[src/rtl/regfile_inject_writer_if.sv]
`default_nettype none
// ============================================================================
//  Module   : regfile_inject_writer_if
//  Purpose  : Bundles the three buses around the register-file inject writer:
//             the processor writeback, the peripheral request channel, and
//             the merged register-file write port plus status.
//  Modports : slave  - the inject writer itself
//             master - whatever drives writeback/requests and watches the
//                      register-file port (top level or testbench)
//  Revision : 1.0 - initial release
// ============================================================================
interface regfile_inject_writer_if #(
  parameter int DEPTH = 4
) ();
  // Processor writeback
  logic                    cpu_we;
  logic [4:0]              cpu_rd;
  logic [31:0]             cpu_data;
  logic                    cpu_stall;
  // Peripheral request channel
  logic                    req_valid;
  logic [4:0]              req_reg;
  logic [31:0]             req_data;
  logic                    req_ready;
  logic                    err_clear;
  // Register-file write port and status
  logic                    ctrl_writeEnable;
  logic [4:0]              ctrl_writeReg;
  logic [31:0]             data_writeReg;
  logic [$clog2(DEPTH):0]  pending_count;
  logic                    err_range;

  modport slave (
    input  cpu_we, cpu_rd, cpu_data, req_valid, req_reg, req_data, err_clear,
    output cpu_stall, req_ready, ctrl_writeEnable, ctrl_writeReg,
           data_writeReg, pending_count, err_range
  );

  modport master (
    output cpu_we, cpu_rd, cpu_data, req_valid, req_reg, req_data, err_clear,
    input  cpu_stall, req_ready, ctrl_writeEnable, ctrl_writeReg,
           data_writeReg, pending_count, err_range
  );
endinterface
`default_nettype wire

[src/rtl/regfile_inject_writer.sv]
`default_nettype none
// ============================================================================
//  Module   : regfile_inject_writer
//  Purpose  : Write path from hardware peripherals back into the processor
//             register file. Peripheral requests are queued in a small FIFO
//             and merged onto the single register-file write port in cycles
//             where processor writeback leaves it idle. Writeback always wins.
//  Ports    : clock      - system clock, rising edge
//             ctrl_reset - asynchronous, active-high reset
//             bus        - regfile_inject_writer_if.slave (writeback in,
//                          request channel, register-file port, status)
//  Options  : `define REGFILE_INJECT_STARVE_GUARD_EN enables the starvation
//             guard (cpu_stall); otherwise cpu_stall is tied low.
//  Revision : 1.0 - initial release
// ============================================================================
module regfile_inject_writer #(
  parameter int DEPTH        = 4,
  parameter int REG_LO       = 25,
  parameter int REG_HI       = 29,
  parameter int STARVE_LIMIT = 8
) (
  input  wire logic              clock,
  input  wire logic              ctrl_reset,
  regfile_inject_writer_if.slave bus
);

  localparam int         c_PTR_W  = $clog2(DEPTH);
  localparam int         c_CNT_W  = c_PTR_W + 1;
  localparam logic [4:0] c_REG_LO = 5'(REG_LO);
  localparam logic [4:0] c_REG_HI = 5'(REG_HI);

  // Elaboration-time parameter sanity guard.
  if (DEPTH < 2 || DEPTH > 16 || (DEPTH & (DEPTH - 1)) != 0 ||
      STARVE_LIMIT < 1) begin : g_badParams
    $error("regfile_inject_writer: illegal DEPTH or STARVE_LIMIT");
  end

  // --------------------------------------------------------------------------
  // FIFO storage and bookkeeping
  // --------------------------------------------------------------------------
  logic [4:0]         r_fifoReg  [DEPTH];
  logic [31:0]        r_fifoData [DEPTH];
  logic [c_PTR_W-1:0] r_wrPtr;
  logic [c_PTR_W-1:0] r_rdPtr;
  logic [c_CNT_W-1:0] r_count;
  logic               r_errRange;

  logic w_full;
  logic w_empty;
  logic w_ready;
  logic w_accept;
  logic w_inRange;
  logic w_push;
  logic w_rangeErr;
  logic w_pop;

  assign w_full  = (r_count == c_CNT_W'(DEPTH));
  assign w_empty = (r_count == '0);

  // Ready comes from the pre-pop count: a full FIFO never accepts, even if
  // it drains an entry on the same edge. Held low throughout reset.
  assign w_ready  = !w_full && !ctrl_reset;
  assign w_accept = bus.req_valid && w_ready;

  assign w_inRange  = (bus.req_reg >= c_REG_LO) && (bus.req_reg <= c_REG_HI) &&
                      (bus.req_reg != 5'd0);
  // Out-of-range requests complete the handshake but are dropped.
  assign w_push     = w_accept && w_inRange;
  assign w_rangeErr = w_accept && !w_inRange;

  // The head only drains when writeback leaves the port free.
  assign w_pop = !bus.cpu_we && !w_empty && !ctrl_reset;

  always_ff @(posedge clock) begin
    if (w_push) begin
      r_fifoReg[r_wrPtr]  <= bus.req_reg;
      r_fifoData[r_wrPtr] <= bus.req_data;
    end
  end

  always_ff @(posedge clock or posedge ctrl_reset) begin
    if (ctrl_reset) begin
      r_wrPtr    <= '0;
      r_rdPtr    <= '0;
      r_count    <= '0;
      r_errRange <= 1'b0;
    end else begin
      // Pointers wrap naturally: DEPTH is a power of two.
      if (w_push) r_wrPtr <= r_wrPtr + 1'b1;
      if (w_pop)  r_rdPtr <= r_rdPtr + 1'b1;

      case ({w_push, w_pop})
        2'b10:   r_count <= r_count + 1'b1;
        2'b01:   r_count <= r_count - 1'b1;
        default: r_count <= r_count;
      endcase

      // A new error wins over a simultaneous clear.
      if (w_rangeErr)         r_errRange <= 1'b1;
      else if (bus.err_clear) r_errRange <= 1'b0;
    end
  end

  // --------------------------------------------------------------------------
  // Register-file port mux (combinational, zero latency). No empty-FIFO
  // bypass: a freshly accepted request shows up one cycle later at best.
  // --------------------------------------------------------------------------
  always_comb begin
    bus.ctrl_writeEnable = 1'b0;
    bus.ctrl_writeReg    = 5'd0;
    bus.data_writeReg    = 32'd0;
    if (!ctrl_reset) begin
      if (bus.cpu_we) begin
        bus.ctrl_writeEnable = 1'b1;
        bus.ctrl_writeReg    = bus.cpu_rd;
        bus.data_writeReg    = bus.cpu_data;
      end else if (!w_empty) begin
        bus.ctrl_writeEnable = 1'b1;
        bus.ctrl_writeReg    = r_fifoReg[r_rdPtr];
        bus.data_writeReg    = r_fifoData[r_rdPtr];
      end
    end
  end

  assign bus.req_ready     = w_ready;
  assign bus.pending_count = r_count;
  assign bus.err_range     = r_errRange;

  // --------------------------------------------------------------------------
  // Starvation guard
  // --------------------------------------------------------------------------
`ifdef REGFILE_INJECT_STARVE_GUARD_EN
  localparam int c_STARVE_W = $clog2(STARVE_LIMIT + 1);
  localparam logic [c_STARVE_W-1:0] c_STARVE_MAX = c_STARVE_W'(STARVE_LIMIT);

  logic [c_STARVE_W-1:0] r_starveCnt;

  // Counts cycles the head has been blocked by writeback; saturates at the
  // limit so the stall request holds until the processor yields a cycle.
  always_ff @(posedge clock or posedge ctrl_reset) begin
    if (ctrl_reset) begin
      r_starveCnt <= '0;
    end else if (w_pop || w_empty) begin
      r_starveCnt <= '0;
    end else if (bus.cpu_we && (r_starveCnt != c_STARVE_MAX)) begin
      r_starveCnt <= r_starveCnt + 1'b1;
    end
  end

  assign bus.cpu_stall = (r_starveCnt == c_STARVE_MAX) && !ctrl_reset;
`else
  assign bus.cpu_stall = 1'b0;
`endif

endmodule
`default_nettype wire

[src/flat_wrapper.sv]
// flat-port wrapper written by rule: the top's interface ports become plain ports
module regfile_inject_writer_flat 
#(
  parameter int DEPTH        = 4,
  parameter int REG_LO       = 25,
  parameter int REG_HI       = 29,
  parameter int STARVE_LIMIT = 8
)
  (clock, ctrl_reset, bus_cpu_we, bus_cpu_rd, bus_cpu_data, bus_req_valid, bus_req_reg, bus_req_data, bus_err_clear, bus_cpu_stall, bus_req_ready, bus_ctrl_writeEnable, bus_ctrl_writeReg, bus_data_writeReg, bus_pending_count, bus_err_range);
  regfile_inject_writer_if #(.DEPTH(DEPTH)) bus_i ();
  input  wire logic clock;
  input  wire logic ctrl_reset;
  input wire logic [$bits(bus_i.cpu_we)-1:0] bus_cpu_we;
  input wire logic [$bits(bus_i.cpu_rd)-1:0] bus_cpu_rd;
  input wire logic [$bits(bus_i.cpu_data)-1:0] bus_cpu_data;
  input wire logic [$bits(bus_i.req_valid)-1:0] bus_req_valid;
  input wire logic [$bits(bus_i.req_reg)-1:0] bus_req_reg;
  input wire logic [$bits(bus_i.req_data)-1:0] bus_req_data;
  input wire logic [$bits(bus_i.err_clear)-1:0] bus_err_clear;
  output wire logic [$bits(bus_i.cpu_stall)-1:0] bus_cpu_stall;
  output wire logic [$bits(bus_i.req_ready)-1:0] bus_req_ready;
  output wire logic [$bits(bus_i.ctrl_writeEnable)-1:0] bus_ctrl_writeEnable;
  output wire logic [$bits(bus_i.ctrl_writeReg)-1:0] bus_ctrl_writeReg;
  output wire logic [$bits(bus_i.data_writeReg)-1:0] bus_data_writeReg;
  output wire logic [$bits(bus_i.pending_count)-1:0] bus_pending_count;
  output wire logic [$bits(bus_i.err_range)-1:0] bus_err_range;
  assign bus_i.cpu_we = bus_cpu_we;
  assign bus_i.cpu_rd = bus_cpu_rd;
  assign bus_i.cpu_data = bus_cpu_data;
  assign bus_i.req_valid = bus_req_valid;
  assign bus_i.req_reg = bus_req_reg;
  assign bus_i.req_data = bus_req_data;
  assign bus_i.err_clear = bus_err_clear;
  assign bus_cpu_stall = bus_i.cpu_stall;
  assign bus_req_ready = bus_i.req_ready;
  assign bus_ctrl_writeEnable = bus_i.ctrl_writeEnable;
  assign bus_ctrl_writeReg = bus_i.ctrl_writeReg;
  assign bus_data_writeReg = bus_i.data_writeReg;
  assign bus_pending_count = bus_i.pending_count;
  assign bus_err_range = bus_i.err_range;
  regfile_inject_writer #(.DEPTH(DEPTH), .REG_LO(REG_LO), .REG_HI(REG_HI), .STARVE_LIMIT(STARVE_LIMIT)) u_core (.clock(clock), .ctrl_reset(ctrl_reset), .bus(bus_i));
endmodule
[config.mk]
export PLATFORM = sky130hd
export DESIGN_NAME = regfile_inject_writer_flat
export DESIGN_NICKNAME = d
export VERILOG_FILES = /design/src/rtl/regfile_inject_writer_if.sv /design/src/rtl/regfile_inject_writer.sv /design/src/flat_wrapper.sv
export SDC_FILE = /design/constraint.sdc
export NUM_CORES = 1
export LEC_CHECK = 0
export ABC_AREA = 1
export CAP_MARGIN = 30
export CORE_MARGIN = 2
export CORE_UTILIZATION = 56
export CTS_CLUSTER_DIAMETER = 120
export DETAILED_ROUTE_END_ITERATION = 6
export DONT_BUFFER_PORTS = 1
export PLACE_DENSITY_LB_ADDON = 0.2
export SETUP_SLACK_MARGIN = 0.05
export SLEW_MARGIN = 20
export SYNTH_ARGS = -nofsm -noshare
export SYNTH_HDL_FRONTEND = slang
export SYNTH_SLANG_ARGS = --single-unit
[constraint.sdc]
create_clock -name clock -period 2.75 [get_ports clock]
set_input_delay 0.825 -clock clock [delete_from_list [all_inputs] [get_ports clock]]
set_output_delay 0.825 -clock clock [all_outputs]
set_load 0.05 [all_outputs]
==> metrics.md <==
| Metric | Value |
|---|---|
| Antenna viol nets, final | 0 |
| RSZ-0062 raised after global routing | true |
| Hold crit path type | input port to asynchronous set/reset pin |
| Depth of the CTS H-tree | 4 |
| Die height | 113 microns |
| Area of the die | 12800 sq um |
| Row count | 39 |
| Post-Place Worst Slack | 0.176 ns |
| Synthesized Nets | 668 |
| Die W | 113 microns |
| Setup WS post-layout | 0.102 ns |
| Worst EP required | 1.93 ns |
| Routed len/inst | 17.5 microns |
| Total power divided by cell area | 942 nW/um^2 |
| Cell Area, Synth | 6700 sq um |
| Filler-free cell count of the finished design | 790 |
| Antenna violations before repair | 0 |
| Drt total wl | 13900 microns |
| Syn. warnings | 0 |
| Clock sink count | 156 |
| Placed cell count | 756 |
| Register clock-pin slew on the reported worst setup and hold paths | 0.06 ns |
| Total count of hold-check failures in the final report | 0 |
| Number of buffers created by CTS | 17 |
| Layout Utilization | 0.725 |
| Boundary pin count | 123 |
| Fraction of the yosys area taken by sequential cells | 0.694 |
| Count of buffers from port buffering | 0 |
| Area delta synth->final | 25.3% |
| Critical path arrival | 1.82 ns |
| Pin count of the biggest net entering global routing | 83 |
| Total gr overflow | 0 |
| Number of nets at the end of the flow | 719 |
| Max Clock Skew | 0.00868 ns |
| Count of pins over their slew limit | 0 |
| Outcome | completed |
| Clock latency of the later-clocked register in the worst-skew pair | 0.41 ns |
| Detailed-routing iteration count for the pre-antenna-repair pass | 4 |
| Number of distinct standard cells referenced by the synthesized netlist | 23 |
| Post-synthesis sequential element count | 156 |
| Critical Path Fanout Max | 82 |
| Final critical delay including setup and external delays | 2.65 ns |
| Clock tree root buffer cell | clkbuf_16 |
| Max-cap violation count | 0 |
| Kind of capture point of the worst setup path | output port |
| Core Box Area | 11600 sq um |
| Lkg Pwr | 0.00329 uW |
| Fmax | 0.378 GHz |
| Setup-violating endpoint count in the final report | 0 |
| Starting density of the core | 0.579 |
| Layout fillers | 796 |
| Hold slack | 0.295 ns |
| Type of the setup path with the least slack | flip-flop to output port |
| Routability-driven placement congestion ratio | 0.734 |
| TritonCTS clock tree | done |
| Post-synthesis cell count | 583 |
| Type of origin of the critical path | flip-flop |
| Total number of vias | 4345 |
| All-layer global routing usage | 0.223 |
| Wire length of the first global-routing pass | 21600 microns |
| Count of inserted antenna diode cells | 0 |
| Area taken by flip-flops and latches | 4650 sq um |
| Drt initial violations | 309 |
| Number of buffers added to fix hold violations after cts | 0 |
| Area of the multi-input gates | 1530 sq um |
| Fraction of final layout cells sized beyond drive strength 1 | 0.161 |
| Final cell area excluding filler cells | 8390 sq um |
| Maximum root-to-sink buffer count | 2 |
| Cell area after placement | 7710 sq um |
| Largest voltage drop on the vdd net | 548 uV |
| Via count of the first global-routing pass | 4341 |
| DP Wirelength | 8550 microns |
| Mean area per synthesized cell | 11.5 sq um |
| Via count normalized by instance count | 5.50 |
| Post-detailed-route DRC marker count | 0 |
| Final period utilization | 0.963 |
[power by group]
group | internal (uW) | leakage [uW] | switching [uW] | total (uW)
Combinational | 1010 | 0.00157 | 1680 | 2700
Sequential | 2700 | 0.00143 | 70.9 | 2770
Clock | 1520 | 0.000292 | 910 | 2430
[metrics by stage]
stage,TNS [ns],power (uW)
2_1_floorplan,-19.95,4570
3_3_place_gp,0,5340
3_5_place_dp,0,5420
4_1_cts,0,7890
5_1_grt,0,8260
6_report,0,7900
[worst paths after layout]
check / start / endpoint / cells after the start / slack [ns]
worst max-delay path: u_core.r_rdPtr[0]$_DFFE_PP0P_ / bus_data_writeReg[16] / 6 / 0.10
worst max register to register: u_core.bus.pending_count[2]$_DFFE_PP0P_ / u_core.bus.pending_count[2]$_DFFE_PP0P_ / 10 / 0.41
max in group asynchronous: ctrl_reset / u_core.r_rdPtr[0]$_DFFE_PP0P_ / 2 / 2.29
worst min-delay path: ctrl_reset / u_core.bus.pending_count[0]$_DFFE_PP0P_ / 2 / 0.29
min in group clock: bus_req_data[25] / u_core.r_fifoData[0][25]$_DFFE_PP_ / 0 / 0.50
worst min register to register: u_core.bus.pending_count[2]$_DFFE_PP0P_ / u_core.bus.pending_count[2]$_DFFE_PP0P_ / 2 / 0.57
[metal layers]
metal	vias up	GRT usage	share of wire
li1	2104	-	-
met5	-	0	0
met3	8	0.0718	0.070
met2	149	0.380	0.53
met1	2084	0.266	0.39
met4	0	0.0813	0.0076
[logic make-up after synthesis]
family / after synthesis / share of synthesized area
AND/OR/NAND/NOR: 139 / 0.0873
flip-flops: 156 / 0.694
adder cells (fa/ha/maj): 6 / 0.0123
buffers and inverters: 122 / 0.0850
AO/OA/AOI/OAI: 155 / 0.116
other: 1 / 0.000560
XOR/XNOR: 4 / 0.00523
[cell usage after synthesis]
| cell type | count | share of area |
|---|---|---|
| nand3_2 | 1 | 0.0015 |
| xor2_1 | 1 | 0.0013 |
| dfrtp_1 | 8 | 0.030 |
| inv_2 | 2 | 0.0011 |
| clkbuf_1 | 5 | 0.0028 |
| inv_1 | 89 | 0.050 |
| fa_1 | 1 | 0.0030 |
| nor2_1 | 10 | 0.0056 |
| conb_1 | 1 | 0.00056 |
| edfxtp_1 | 148 | 0.66 |
| nor2_2 | 2 | 0.0019 |
| clkbuf_2 | 1 | 0.00075 |
| nand3_1 | 41 | 0.031 |
| buf_2 | 10 | 0.0075 |
| buf_4 | 2 | 0.0022 |
| a21oi_1 | 76 | 0.057 |
| buf_6 | 12 | 0.020 |
| o21ai_1 | 1 | 0.00075 |
| nand2_1 | 85 | 0.048 |
| buf_1 | 1 | 0.00056 |
| o21ai_0 | 78 | 0.058 |
| xnor2_1 | 3 | 0.0039 |
| ha_1 | 5 | 0.0093 |
[repair_timing]
| item | in CTS | in global routing |
|---|---|---|
| setup buffers | 2 | 0 |
| endpoints found under the hold margin | 0 | 0 |
| setup endpoints to repair | 36 | 31 |
| gates resized for setup | 3 | 9 |
[cells in the final DEF (no fill, tap or decap)]
cell type and instances:
nand2_1 85, clkbuf_16 17, o21ai_0 76, conb_1 1, dfrtp_1 6, dfrtp_4 1
nand3_1 41, nor2_1 6, fa_1 1, a21oi_1 75, ha_1 5, buf_12 47
nand3_2 1, inv_1 89, edfxtp_1 148, buf_6 2, clkbuf_1 1, inv_6 2
clkinvlp_4 3, clkinv_1 2, nor2_4 6, xnor2_1 3, dfrtp_2 1, xor2_1 1
bufinv_16 4, o21ai_1 3, buf_4 14, inv_2 2, a21oi_2 1, clkinv_4 3
[state kept, by name, indices dropped and copies added (netlist names)]
signal / cells
u_core.r_fifoData: 128
u_core.r_rdPtr: 2
u_core.bus.err_range: 1
u_core.bus.pending_count: 3
u_core.r_wrPtr: 2
u_core.r_fifoReg: 20
[critical path, cell delays in order (launching register included)]
cell     delay, ns
dfrtp_4       0.50
buf_12        0.22
a21oi_2       0.17
o21ai_0       0.12
nand3_1       0.12
nand2_1       0.09
buf_12        0.15
[layout make-up]
cell class	count	area share
inverter	91	0.0407
clock buffer	18	0.0512
tap	143	0.0213
multi-input combinational	305	0.182
timing repair buffer	63	0.127
sequential	156	0.554
clock inverter	14	0.0231
Note: power is estimated with default switching activity, not from simulation.
